--- src/rtl/mdu_pkg.sv ---
// Shared op codes, request bundle and classification for the MDU issue front end.
package mdu_pkg;

    localparam logic [3:0] MDU_NOP   = 4'd0;
    localparam logic [3:0] MDU_MULT  = 4'd1;
    localparam logic [3:0] MDU_MULTU = 4'd2;
    localparam logic [3:0] MDU_DIV   = 4'd3;
    localparam logic [3:0] MDU_DIVU  = 4'd4;
    localparam logic [3:0] MDU_MFHI  = 4'd5;
    localparam logic [3:0] MDU_MFLO  = 4'd6;
    localparam logic [3:0] MDU_MTHI  = 4'd7;
    localparam logic [3:0] MDU_MTLO  = 4'd8;
    localparam logic [3:0] MDU_MADD  = 4'd9;
    localparam logic [3:0] MDU_MADDU = 4'd10;
    localparam logic [3:0] MDU_MSUB  = 4'd11;
    localparam logic [3:0] MDU_MSUBU = 4'd12;

    localparam int MDU_MULT_LAT = 5;
    localparam int MDU_DIV_LAT  = 10;

    typedef struct packed {
        logic [3:0]  op;
        logic [31:0] a;
        logic [31:0] b;
    } mdu_req_t;

    function automatic logic is_legal(input logic [3:0] op);
        return op inside {[MDU_MULT:MDU_MSUBU]};
    endfunction

    function automatic logic is_read(input logic [3:0] op);
        return (op == MDU_MFHI) || (op == MDU_MFLO);
    endfunction

    function automatic logic is_start(input logic [3:0] op);
        return (op inside {[MDU_MULT:MDU_DIVU]}) ||
               (op inside {[MDU_MADD:MDU_MSUBU]});
    endfunction

endpackage

--- src/rtl/mdu_issue_ctrl_if.sv ---
// Pipeline request/response and MDU issue bus of the MDU issue front end.
interface mdu_issue_ctrl_if #(
    parameter int DEPTH = 4
);
    localparam int CW = $clog2(DEPTH) + 1;

    logic          flush;
    logic          req_valid;
    logic          req_ready;
    logic [3:0]    req_op;
    logic [31:0]   req_a;
    logic [31:0]   req_b;
    logic [3:0]    mdu_op;
    logic [31:0]   mdu_a;
    logic [31:0]   mdu_b;
    logic          mdu_busy;
    logic [31:0]   mdu_result;
    logic          rsp_valid;
    logic [31:0]   rsp_data;
    logic          err_illegal;
    logic [CW-1:0] pending;
    logic          idle;

    // Master is the pipeline plus MDU side; slave is the issue controller.
    modport master (
        output flush, req_valid, req_op, req_a, req_b,
        output mdu_busy, mdu_result,
        input  req_ready, mdu_op, mdu_a, mdu_b,
        input  rsp_valid, rsp_data, err_illegal, pending, idle
    );

    modport slave (
        input  flush, req_valid, req_op, req_a, req_b,
        input  mdu_busy, mdu_result,
        output req_ready, mdu_op, mdu_a, mdu_b,
        output rsp_valid, rsp_data, err_illegal, pending, idle
    );
endinterface

--- src/rtl/mdu_req_fifo.sv ---
// In-order request queue of {op, a, b} with flush and occupancy count.
module mdu_req_fifo
    import mdu_pkg::*;
#(
    parameter int DEPTH = 4,
    localparam int AW = $clog2(DEPTH),
    localparam int CW = AW + 1
) (
    input  logic          clk,
    input  logic          reset,
    input  logic          push,
    input  logic          pop,
    input  logic          flush,
    input  mdu_req_t      wdata,
    output mdu_req_t      rdata,
    output logic          full,
    output logic          empty,
    output logic [CW-1:0] count
);

    mdu_req_t      mem [DEPTH];
    logic [AW-1:0] wptr;
    logic [AW-1:0] rptr;

    always_ff @(posedge clk) begin
        if (push) mem[wptr] <= wdata;
    end

    always_ff @(posedge clk) begin
        if (reset || flush) begin
            wptr  <= '0;
            rptr  <= '0;
            count <= '0;
        end else begin
            if (push) wptr <= wptr + 1'b1;
            if (pop)  rptr <= rptr + 1'b1;
            case ({push, pop})
                2'b10:   count <= count + 1'b1;
                2'b01:   count <= count - 1'b1;
                default: ;
            endcase
        end
    end

    assign rdata = mem[rptr];
    assign full  = (count == CW'(DEPTH));
    assign empty = (count == '0);

endmodule

--- src/rtl/mdu_issue_ctrl.sv ---
// MDU issue front end: queues MD requests, issues when the MDU is free.
// Define MDU_ISSUE_BYPASS_EN to send a request straight to an idle MDU.
module mdu_issue_ctrl
    import mdu_pkg::*;
#(
    parameter int DEPTH = 4,
    localparam int CW = $clog2(DEPTH) + 1
) (
    input  logic          clk,
    input  logic          reset,
    mdu_issue_ctrl_if.slave bus
);

    mdu_req_t      req;
    mdu_req_t      head;
    mdu_req_t      iss;
    logic          full;
    logic          empty;
    logic [CW-1:0] count;
    logic          legal;
    logic          accept;
    logic          push;
    logic          pop;
    logic          byp;
    logic          rsp_valid_q;
    logic [31:0]   rsp_data_q;
    logic          err_q;

    assign req    = '{op: bus.req_op, a: bus.req_a, b: bus.req_b};
    assign legal  = is_legal(bus.req_op);
    assign accept = bus.req_valid && bus.req_ready;

`ifdef MDU_ISSUE_BYPASS_EN
    // Flush is already excluded through req_ready.
    assign byp = accept && legal && empty && !bus.mdu_busy;
`else
    assign byp = 1'b0;
`endif

    assign pop  = !empty && !bus.mdu_busy && !bus.flush;
    assign push = accept && legal && !byp;

    mdu_req_fifo #(.DEPTH(DEPTH)) u_fifo (
        .clk   (clk),
        .reset (reset),
        .push  (push),
        .pop   (pop),
        .flush (bus.flush),
        .wdata (req),
        .rdata (head),
        .full  (full),
        .empty (empty),
        .count (count)
    );

    always_comb begin
        iss = '0;
        unique case (1'b1)
            pop:     iss = head;
            byp:     iss = req;
            default: ;
        endcase
    end

    always_ff @(posedge clk) begin
        if (reset) begin
            rsp_valid_q <= 1'b0;
            rsp_data_q  <= '0;
            err_q       <= 1'b0;
        end else begin
            rsp_valid_q <= is_read(iss.op);
            if (is_read(iss.op)) rsp_data_q <= bus.mdu_result;
            err_q       <= accept && !legal;
        end
    end

    assign bus.req_ready   = !full && !bus.flush;
    assign bus.mdu_op      = iss.op;
    assign bus.mdu_a       = iss.a;
    assign bus.mdu_b       = iss.b;
    assign bus.rsp_valid   = rsp_valid_q;
    assign bus.rsp_data    = rsp_data_q;
    assign bus.err_illegal = err_q;
    assign bus.pending     = count;
    assign bus.idle        = empty && !bus.mdu_busy;

endmodule

--- src/flat_wrapper.sv ---
// flat-port wrapper written by rule: the top's interface ports become plain ports
module mdu_issue_ctrl_flat import mdu_pkg::*;
#(
    parameter int DEPTH = 4,
    localparam int CW = $clog2(DEPTH) + 1
)
  (clk, reset, bus_flush, bus_req_valid, bus_req_op, bus_req_a, bus_req_b, bus_mdu_busy, bus_mdu_result, bus_req_ready, bus_mdu_op, bus_mdu_a, bus_mdu_b, bus_rsp_valid, bus_rsp_data, bus_err_illegal, bus_pending, bus_idle);
  mdu_issue_ctrl_if #(.DEPTH(DEPTH)) bus_i ();
  input  logic clk;
  input  logic reset;
  input wire logic [$bits(bus_i.flush)-1:0] bus_flush;
  input wire logic [$bits(bus_i.req_valid)-1:0] bus_req_valid;
  input wire logic [$bits(bus_i.req_op)-1:0] bus_req_op;
  input wire logic [$bits(bus_i.req_a)-1:0] bus_req_a;
  input wire logic [$bits(bus_i.req_b)-1:0] bus_req_b;
  input wire logic [$bits(bus_i.mdu_busy)-1:0] bus_mdu_busy;
  input wire logic [$bits(bus_i.mdu_result)-1:0] bus_mdu_result;
  output wire logic [$bits(bus_i.req_ready)-1:0] bus_req_ready;
  output wire logic [$bits(bus_i.mdu_op)-1:0] bus_mdu_op;
  output wire logic [$bits(bus_i.mdu_a)-1:0] bus_mdu_a;
  output wire logic [$bits(bus_i.mdu_b)-1:0] bus_mdu_b;
  output wire logic [$bits(bus_i.rsp_valid)-1:0] bus_rsp_valid;
  output wire logic [$bits(bus_i.rsp_data)-1:0] bus_rsp_data;
  output wire logic [$bits(bus_i.err_illegal)-1:0] bus_err_illegal;
  output wire logic [$bits(bus_i.pending)-1:0] bus_pending;
  output wire logic [$bits(bus_i.idle)-1:0] bus_idle;
  assign bus_i.flush = bus_flush;
  assign bus_i.req_valid = bus_req_valid;
  assign bus_i.req_op = bus_req_op;
  assign bus_i.req_a = bus_req_a;
  assign bus_i.req_b = bus_req_b;
  assign bus_i.mdu_busy = bus_mdu_busy;
  assign bus_i.mdu_result = bus_mdu_result;
  assign bus_req_ready = bus_i.req_ready;
  assign bus_mdu_op = bus_i.mdu_op;
  assign bus_mdu_a = bus_i.mdu_a;
  assign bus_mdu_b = bus_i.mdu_b;
  assign bus_rsp_valid = bus_i.rsp_valid;
  assign bus_rsp_data = bus_i.rsp_data;
  assign bus_err_illegal = bus_i.err_illegal;
  assign bus_pending = bus_i.pending;
  assign bus_idle = bus_i.idle;
  mdu_issue_ctrl #(.DEPTH(DEPTH)) u_core (.clk(clk), .reset(reset), .bus(bus_i));
endmodule
--- config.mk ---
export PLATFORM = sky130hd
export DESIGN_NAME = mdu_issue_ctrl_flat
export DESIGN_NICKNAME = d
export VERILOG_FILES = /design/src/rtl/mdu_pkg.sv /design/src/rtl/mdu_issue_ctrl_if.sv /design/src/rtl/mdu_req_fifo.sv /design/src/rtl/mdu_issue_ctrl.sv /design/src/flat_wrapper.sv
export SDC_FILE = /design/constraint.sdc
export NUM_CORES = 1
export LEC_CHECK = 0
export CAP_MARGIN = 10
export CORE_ASPECT_RATIO = 0.6
export CORE_MARGIN = 4
export CORE_UTILIZATION = 40
export DETAILED_ROUTE_END_ITERATION = 7
export GPL_TIMING_DRIVEN = 1
export PLACE_DENSITY = 0.62
export SLEW_MARGIN = 20
export SYNTH_ARGS = -nofsm -noshare
export SYNTH_HDL_FRONTEND = slang
export SYNTH_SLANG_ARGS = --single-unit
export TNS_END_PERCENT = 30
--- constraint.sdc ---
create_clock -name clk -period 3.5 [get_ports clk]
set_input_delay 0.525 -clock clk [delete_from_list [all_inputs] [get_ports clk]]
set_output_delay 0.525 -clock clk [all_outputs]
set_load 0.05 [all_outputs]
==> results of run 1 <==
## sequential cells by signal, indices dropped and copies added, names as in the netlist, named ones only
name / cells
u_core.bus.err_illegal: 1
u_core.bus.rsp_data: 32
u_core.bus.rsp_valid: 1
u_core.u_fifo.count: 3
u_core.u_fifo.mem: 272
u_core.u_fifo.rptr: 2
u_core.u_fifo.wptr: 2
## cells in the final DEF (no fill, tap or decap), types with 2 or more instances in the layout
| master | n |
|---|---|
| nor2_1 | 8 |
| buf_12 | 16 |
| clkinv_2 | 7 |
| mux2i_1 | 32 |
| nand3_1 | 5 |
| o21ai_0 | 3 |
| dfxtp_4 | 2 |
| mux4_2 | 68 |
| buf_4 | 63 |
| clkinv_1 | 8 |
| ha_1 | 5 |
| edfxtp_1 | 272 |
| nand2_1 | 2 |
| nand2b_1 | 64 |
| xor2_1 | 4 |
| a21oi_1 | 4 |
| inv_1 | 9 |
| and3_1 | 68 |
| dfxtp_1 | 41 |
| clkdlybuf4s50_1 | 143 |
| clkbuf_16 | 29 |
| bufinv_16 | 5 |
| clkinv_4 | 2 |
| and3_4 | 4 |
## cell families (layout without fill, tap and decap cells)
group | count (synthesis) | count (layout) | synth area share, %
DFF | 315 | 315 | 73.48
adders and majority gates | 6 | 6 | 0.6721
buffers and inverters | 50 | 286 | 1.935
muxes | 100 | 100 | 15.07
xor gates and xnor gates | 5 | 5 | 0.4175
AOI/OAI and AO/OA | 8 | 8 | 0.3462
and+or+nand+nor | 162 | 162 | 8.075
## layout make-up
cell class                      instances  area [sq um]  share of cell area (%)
Clock inverter                         24         249.0                   1.570
Clock buffer                           30         729.5                   4.599
Timing Repair Buffer                  223          2252                   14.20
Sequential cell                       315          9036                   56.97
Inverter                                9         33.78                  0.2130
Tap cell                              408         510.5                   3.219
Multi-Input combinational cell        281          3049                   19.23
## metal layers
metal,global-route usage (%),up-vias
met2,24.06,176
met1,24.65,3400
li1,-,2969
met4,3.123,2
met3,4.061,37
met5,0,-
## per-stage QoR
| step | hold slack (ns) | setup WS [ns] |
|---|---|---|
| 3_3_place_gp | 0.4581 | 0.4257 |
| 4_1_cts | 0.4802 | 0.4699 |
| 2_1_floorplan | 0.4837 | 0.2935 |
| 6_report | 0.4773 | 0.5494 |
| 5_1_grt | 0.4990 | 0.3953 |
| 3_5_place_dp | 0.4647 | 0.4181 |
## worst register-to-register path: cells and delay by family (launching register included)
family	cells	cell delay, ns
AOI/OAI and AO/OA	1	0.14
xor gates and xnor gates	1	0.16
adders and majority gates	2	0.54
buffers and inverters	2	0.11
DFF	1	0.39
and+or+nand+nor	4	1.02
## power groups by stage
stage	clock [mW]	sequential [mW]	combinational (mW)
global placement	0	4.21	0.367
detailed placement	0	4.21	0.370
global route	3.49	4.13	0.394
floorplan	0	4.22	0.147
CTS	3.32	4.13	0.371
finish	3.24	4.13	0.366
## how the worst max path moves through the flow
stage	from	end	slack, ns	cells after the start
3_3_place_gp	bus_req_op[2]	u_core.u_fifo.count[2]$_SDFFE_PP0P_	0.43	11
4_1_cts	register	bus_mdu_b[9]	0.47	4
5_1_grt	register	bus_mdu_b[31]	0.40	4
3_5_place_dp	bus_req_op[0]	u_core.u_fifo.mem[3][35]$_DFFE_PP_	0.42	4
6_report	register	bus_mdu_b[9]	0.55	4
2_1_floorplan	u_core.u_fifo.count[0]$_SDFFE_PP0P_	u_core.u_fifo.mem[0][0]$_DFFE_PP_	0.29	3
==> reports/metrics.yaml, run 1 <==
finish:
  drive_above_1_share_pct: 23.24
  n_antenna_cell: 0
  fin_area_sq_um: 15860
  nets: 970
  num-fill-cells: 2431
  fin_cells: 1290
  post-route-util_pct: 52.69
  syn2layout_area_growth_pct: 29.08
detailed_routing:
  first_iter_violations: 451
  drc: 0
  ant_nets: 0
  drt_wl_total_microns: 27610
  met1_length_microns: 12870
  vias_per_cell: 5.104
  wl_met3_microns: 1780
  highest_layer: "met5"
  wl_met2_microns: 12480
  post_drt_wl_per_cell_microns: 21.41
  firstDrtPassIters: 4
  num_vias: 6584
die:
  num_rows: 49
  die_x_microns: 234.3
  core_area_sq_um: 30100
  io_pins: 212
  die_h_microns: 143.8
  initial_core_util_pct: 40.82
  die_area_sq_um: 33680
timing:
  rsz0062_at_grt: "false"
  finalSetupViolations: 0
  setup_tns_ns: 0
  max_slew.worst_pin.slew_ns: 1.055
  post-route-min-period_ns: 2.951
  max_freq_mhz: 338.9
  slew_headroom_pct: 29.65
  finClkSkew_ns: 0.01820
  hold_violations: 0
  final-max-slew-violation-count: 0
  period_share_pct: 84.30
min_path:
  whs_endpoint: "u_core.bus.rsp_data[18]$_SDFFE_PP0P_"
  hp-start: "u_core.bus.rsp_data[18]$_SDFFE_PP0P_"
  hold_path.class: "register to register"
  whs_path_depth: 2
place:
  place_area_sq_um: 14830
  dp_hpwl_microns: 17100
  place.gp.congestion: 0.7054
  numPortBuffers: 211
  placed_cells: 1234
setup_path:
  start_kind: "register"
  worst-path-buf-inv: 2
  worstPathArrival_ns: 2.43
  cp_slowest_stage_delay_ns: 0.64
  timing.rr.start: "u_core.u_fifo.count[2]$_SDFFE_PP0P_"
  crit_top_cell: "buf_4"
  critPathMaxFanout: 28
  reg2reg_to: "u_core.u_fifo.count[2]$_SDFFE_PP0P_"
  cp-end-kind: "primary output"
  crit_type: "register to primary output"
  critical_path_required_ns: 2.97
  cp_top_family: "flip-flops"
  r2r_cells: 10
  cp_cell_sequence: "buf_4, mux4_2, and3_1, buf_4"
  rrSetupSlack_ns: 1.09
  worst_path_max_delay_cell: "dfxtp_4"
grt:
  grt_max_degree: 70
  antenna_found_initial: 1
  grt_pass1_wl_microns: 41760
  grt_pass1_vias: 6764
  grt_usage_pct: 16.23
  grt_overflow: 0
pwr:
  clkPwrFrac_pct: 41.9
  p_switching_mw: 1.545
  ir_drop_uv: 314.4
  switching_share_pct: 19.97
  power_density_nw_per_um2: 487.6
  p_int_mw: 6.189
  power_mw: 7.733
  seqPwrFrac_pct: 53.4
  power.leakage_nw: 5.401
  pwr-share-comb_pct: 4.7
cts:
  cts.sinks: 315
  numCtsBuffers: 29
  cts_resized: 0
  cts_root_buf: "clkbuf_16"
  cts_buffer_depth: 3
  postCtsSetupBuffers: 0
  clk_latency_ns: 0.55
  htreeDepth: 1
  cts_tree: "yes"
  clkTransAtPathRegs_ns: 0.07
  hold_buffers: 0
yosys:
  async_flop_share_pct: 0
  synth_top_cells_by_area: "edfxtp_1 66%, mux4_2 12%, dfxtp_1 7.0%, and3_1 3.7%, nand2b_1 3.3%"
  synth_common_cells: "272 x edfxtp_1, 72 x and3_1, 68 x mux4_2"
  yosys.area.top_type: "edfxtp_1"
  synthFlopType: "edfxtp_1"
  synth.most_common_cell: "edfxtp_1"
  synth_area_sq_um: 12290
  synth_cells: 646
  synth_top_area_share_pct: 66.48
  synth_area_per_cell_sq_um: 19.02
  ys_seq_area_share_pct: 73.48
  synth_warnings: 0
  syn_nets: 757
  synth_edf_count: 272
  ys_ff_latch: 315
  synth_cell_types: 31
run_status:
  status: "finished clean"
job:
  cap_violations: 0
No activity file was read; power rests on OpenSTA's default activity.
==> run 2, diff against run 1 <==
- clock period: 3.5 -> 2.9 ns (I/O delays scaled with it)
==> reports/metrics.yaml, run 2 (same netlist as run 1, synthesis figures left out) <==
grt:
  grt_usage_pct: 16.15
  antenna_found_initial: 4
  grt_max_degree: 70
  grt_pass1_wl_microns: 41480
  grt_pass1_vias: 6864
  grt_overflow: 0
cts:
  postCtsSetupBuffers: 0
  clkTransAtPathRegs_ns: 0.06
  cts.sinks: 315
  cts_tree: "yes"
  clk_latency_ns: 0.54
  cts_resized: 0
  cts_root_buf: "clkbuf_16"
  htreeDepth: 1
  hold_buffers: 0
  cts_buffer_depth: 3
  numCtsBuffers: 29
min_path:
  hold_path.class: "input pin to register"
  hp-start: "bus_mdu_result[14]"
  whs_endpoint: "u_core.bus.rsp_data[14]$_SDFFE_PP0P_"
  whs_path_depth: 3
setup_path:
  cp_slowest_stage_delay_ns: 0.55
  worst_path_max_delay_cell: "mux4_2"
  r2r_cells: 10
  critPathMaxFanout: 22
  crit_top_cell: "buf_12"
  rrSetupSlack_ns: 0.49
  cp_cell_sequence: "buf_12, mux4_2, and3_1, buf_12"
  cp-end-kind: "primary output"
  timing.rr.start: "u_core.u_fifo.count[2]$_SDFFE_PP0P_"
  crit_type: "register to primary output"
  critical_path_required_ns: 2.47
  start_kind: "register"
  worstPathArrival_ns: 2.33
  reg2reg_to: "u_core.u_fifo.count[2]$_SDFFE_PP0P_"
detailed_routing:
  vias_per_cell: 4.987
  firstDrtPassIters: 5
  num_vias: 6498
  drt_wl_total_microns: 27690
  drc: 0
  first_iter_violations: 550
  ant_nets: 0
  post_drt_wl_per_cell_microns: 21.25
timing:
  finalSetupViolations: 0
  period_share_pct: 95.49
  setup_tns_ns: 0
  final-max-slew-violation-count: 0
  rsz0062_at_grt: "false"
  slew_headroom_pct: 60.21
  hold_violations: 0
  max_freq_mhz: 361.1
  fin_ws_ns: 0.1308
  post-route-min-period_ns: 2.769
  max_slew.worst_pin.slew_ns: 0.5950
  finClkSkew_ns: 0.01423
place:
  place.gp.congestion: 0.7138
  place_ws_ns: 0.007426
  numPortBuffers: 211
  dp_hpwl_microns: 18270
run_status:
  status: "finished clean"
finish:
  syn2layout_area_growth_pct: 36.11
  mostFrequentLayoutCells: "272 x edfxtp_1, 142 x clkdlybuf4s50_1, 81 x buf_12"
  drive_above_1_share_pct: 23.85
  nets: 982
  top_register: "u_core.u_fifo.mem"
  layout_commonest_cell: "edfxtp_1"
  num-fill-cells: 2335
  post-route-util_pct: 55.56
  largest_reg_flops: 272
pwr:
  ir_drop_uv: 401.5
  power_mw: 9.304
  power_density_nw_per_um2: 556.4
  power.leakage_nw: 5.611
die:
  core_area_sq_um: 30100
  die_area_sq_um: 33680
  num_rows: 49
  io_pins: 212
  die_x_microns: 234.3
  initial_core_util_pct: 40.82
  die_h_microns: 143.8
job:
  cap_violations: 0
[run 2: how the worst max path moves through the flow]
| stage | to | slack [ns] | cells past startpoint |
|---|---|---|---|
| after global routing | bus_mdu_b[30] | 0.02 | 4 |
| after CTS | bus_mdu_b[10] | 0.07 | 4 |
| after global placement | u_core.u_fifo.count[2]$_SDFFE_PP0P_ | 0.03 | 11 |
| after detailed placement | u_core.u_fifo.count[2]$_SDFFE_PP0P_ | 0.007 | 11 |
| after floorplan | u_core.u_fifo.mem[2][0]$_DFFE_PP_ | -0.31 | 3 |
| final | bus_mdu_b[30] | 0.13 | 4 |
[run 2: where the power goes]
group          total, mW  switching [mW]  internal (mW)
clock network       3.85            1.59           2.25
logic              0.469           0.224          0.246
registers           4.99          0.0140           4.97
[run 2: cell type report]
cell class	instances	area, sq um	share of cell area (%)
Antenna cell	2	5.005	0.02993
Clock buffer	41	790.8	4.728
Clock inverter	12	165.2	0.9876
Inverter	9	33.78	0.2020
Multi-Input combinational cell	281	3049	18.23
Sequential cell	315	9036	54.03
Tap cell	408	510.5	3.053
Timing Repair Buffer	235	3133	18.73
[run 2: critical path: cells and delay by family, from the launching register on]
kind                   cells  cell delay, ns
buffers and inverters      2            0.42
DFF                        1            0.53
muxes                      1            0.55
and+or+nand+nor            1            0.26
[run 2: per-stage QoR]
step | std cells | hold WS (ns) | instance area, sq um
floorplan | 646 | 0.4837 | 12290
global placement | 1248 | 0.4581 | 15760
detailed placement | 1248 | 0.4632 | 15760
CTS | 1301 | 0.4295 | 16720
global route | 1302 | 0.4520 | 16720
finish | 1303 | 0.4596 | 16720
[run 2: per-layer routing]
metal	routed length [microns]	vias up	GRT usage [%]
met2	12710	145	24.35
li1	-	2989	-
met1	13040	3324	24.21
met5	41	-	0
met3	1584	34	4.140
met4	313	6	2.842
==> run 3, diff against run 2 <==
- GPL_TIMING_DRIVEN: 1 -> unset
==> results of run 3 <==
Final layout, timing and power as in run 2 (identical DEF).
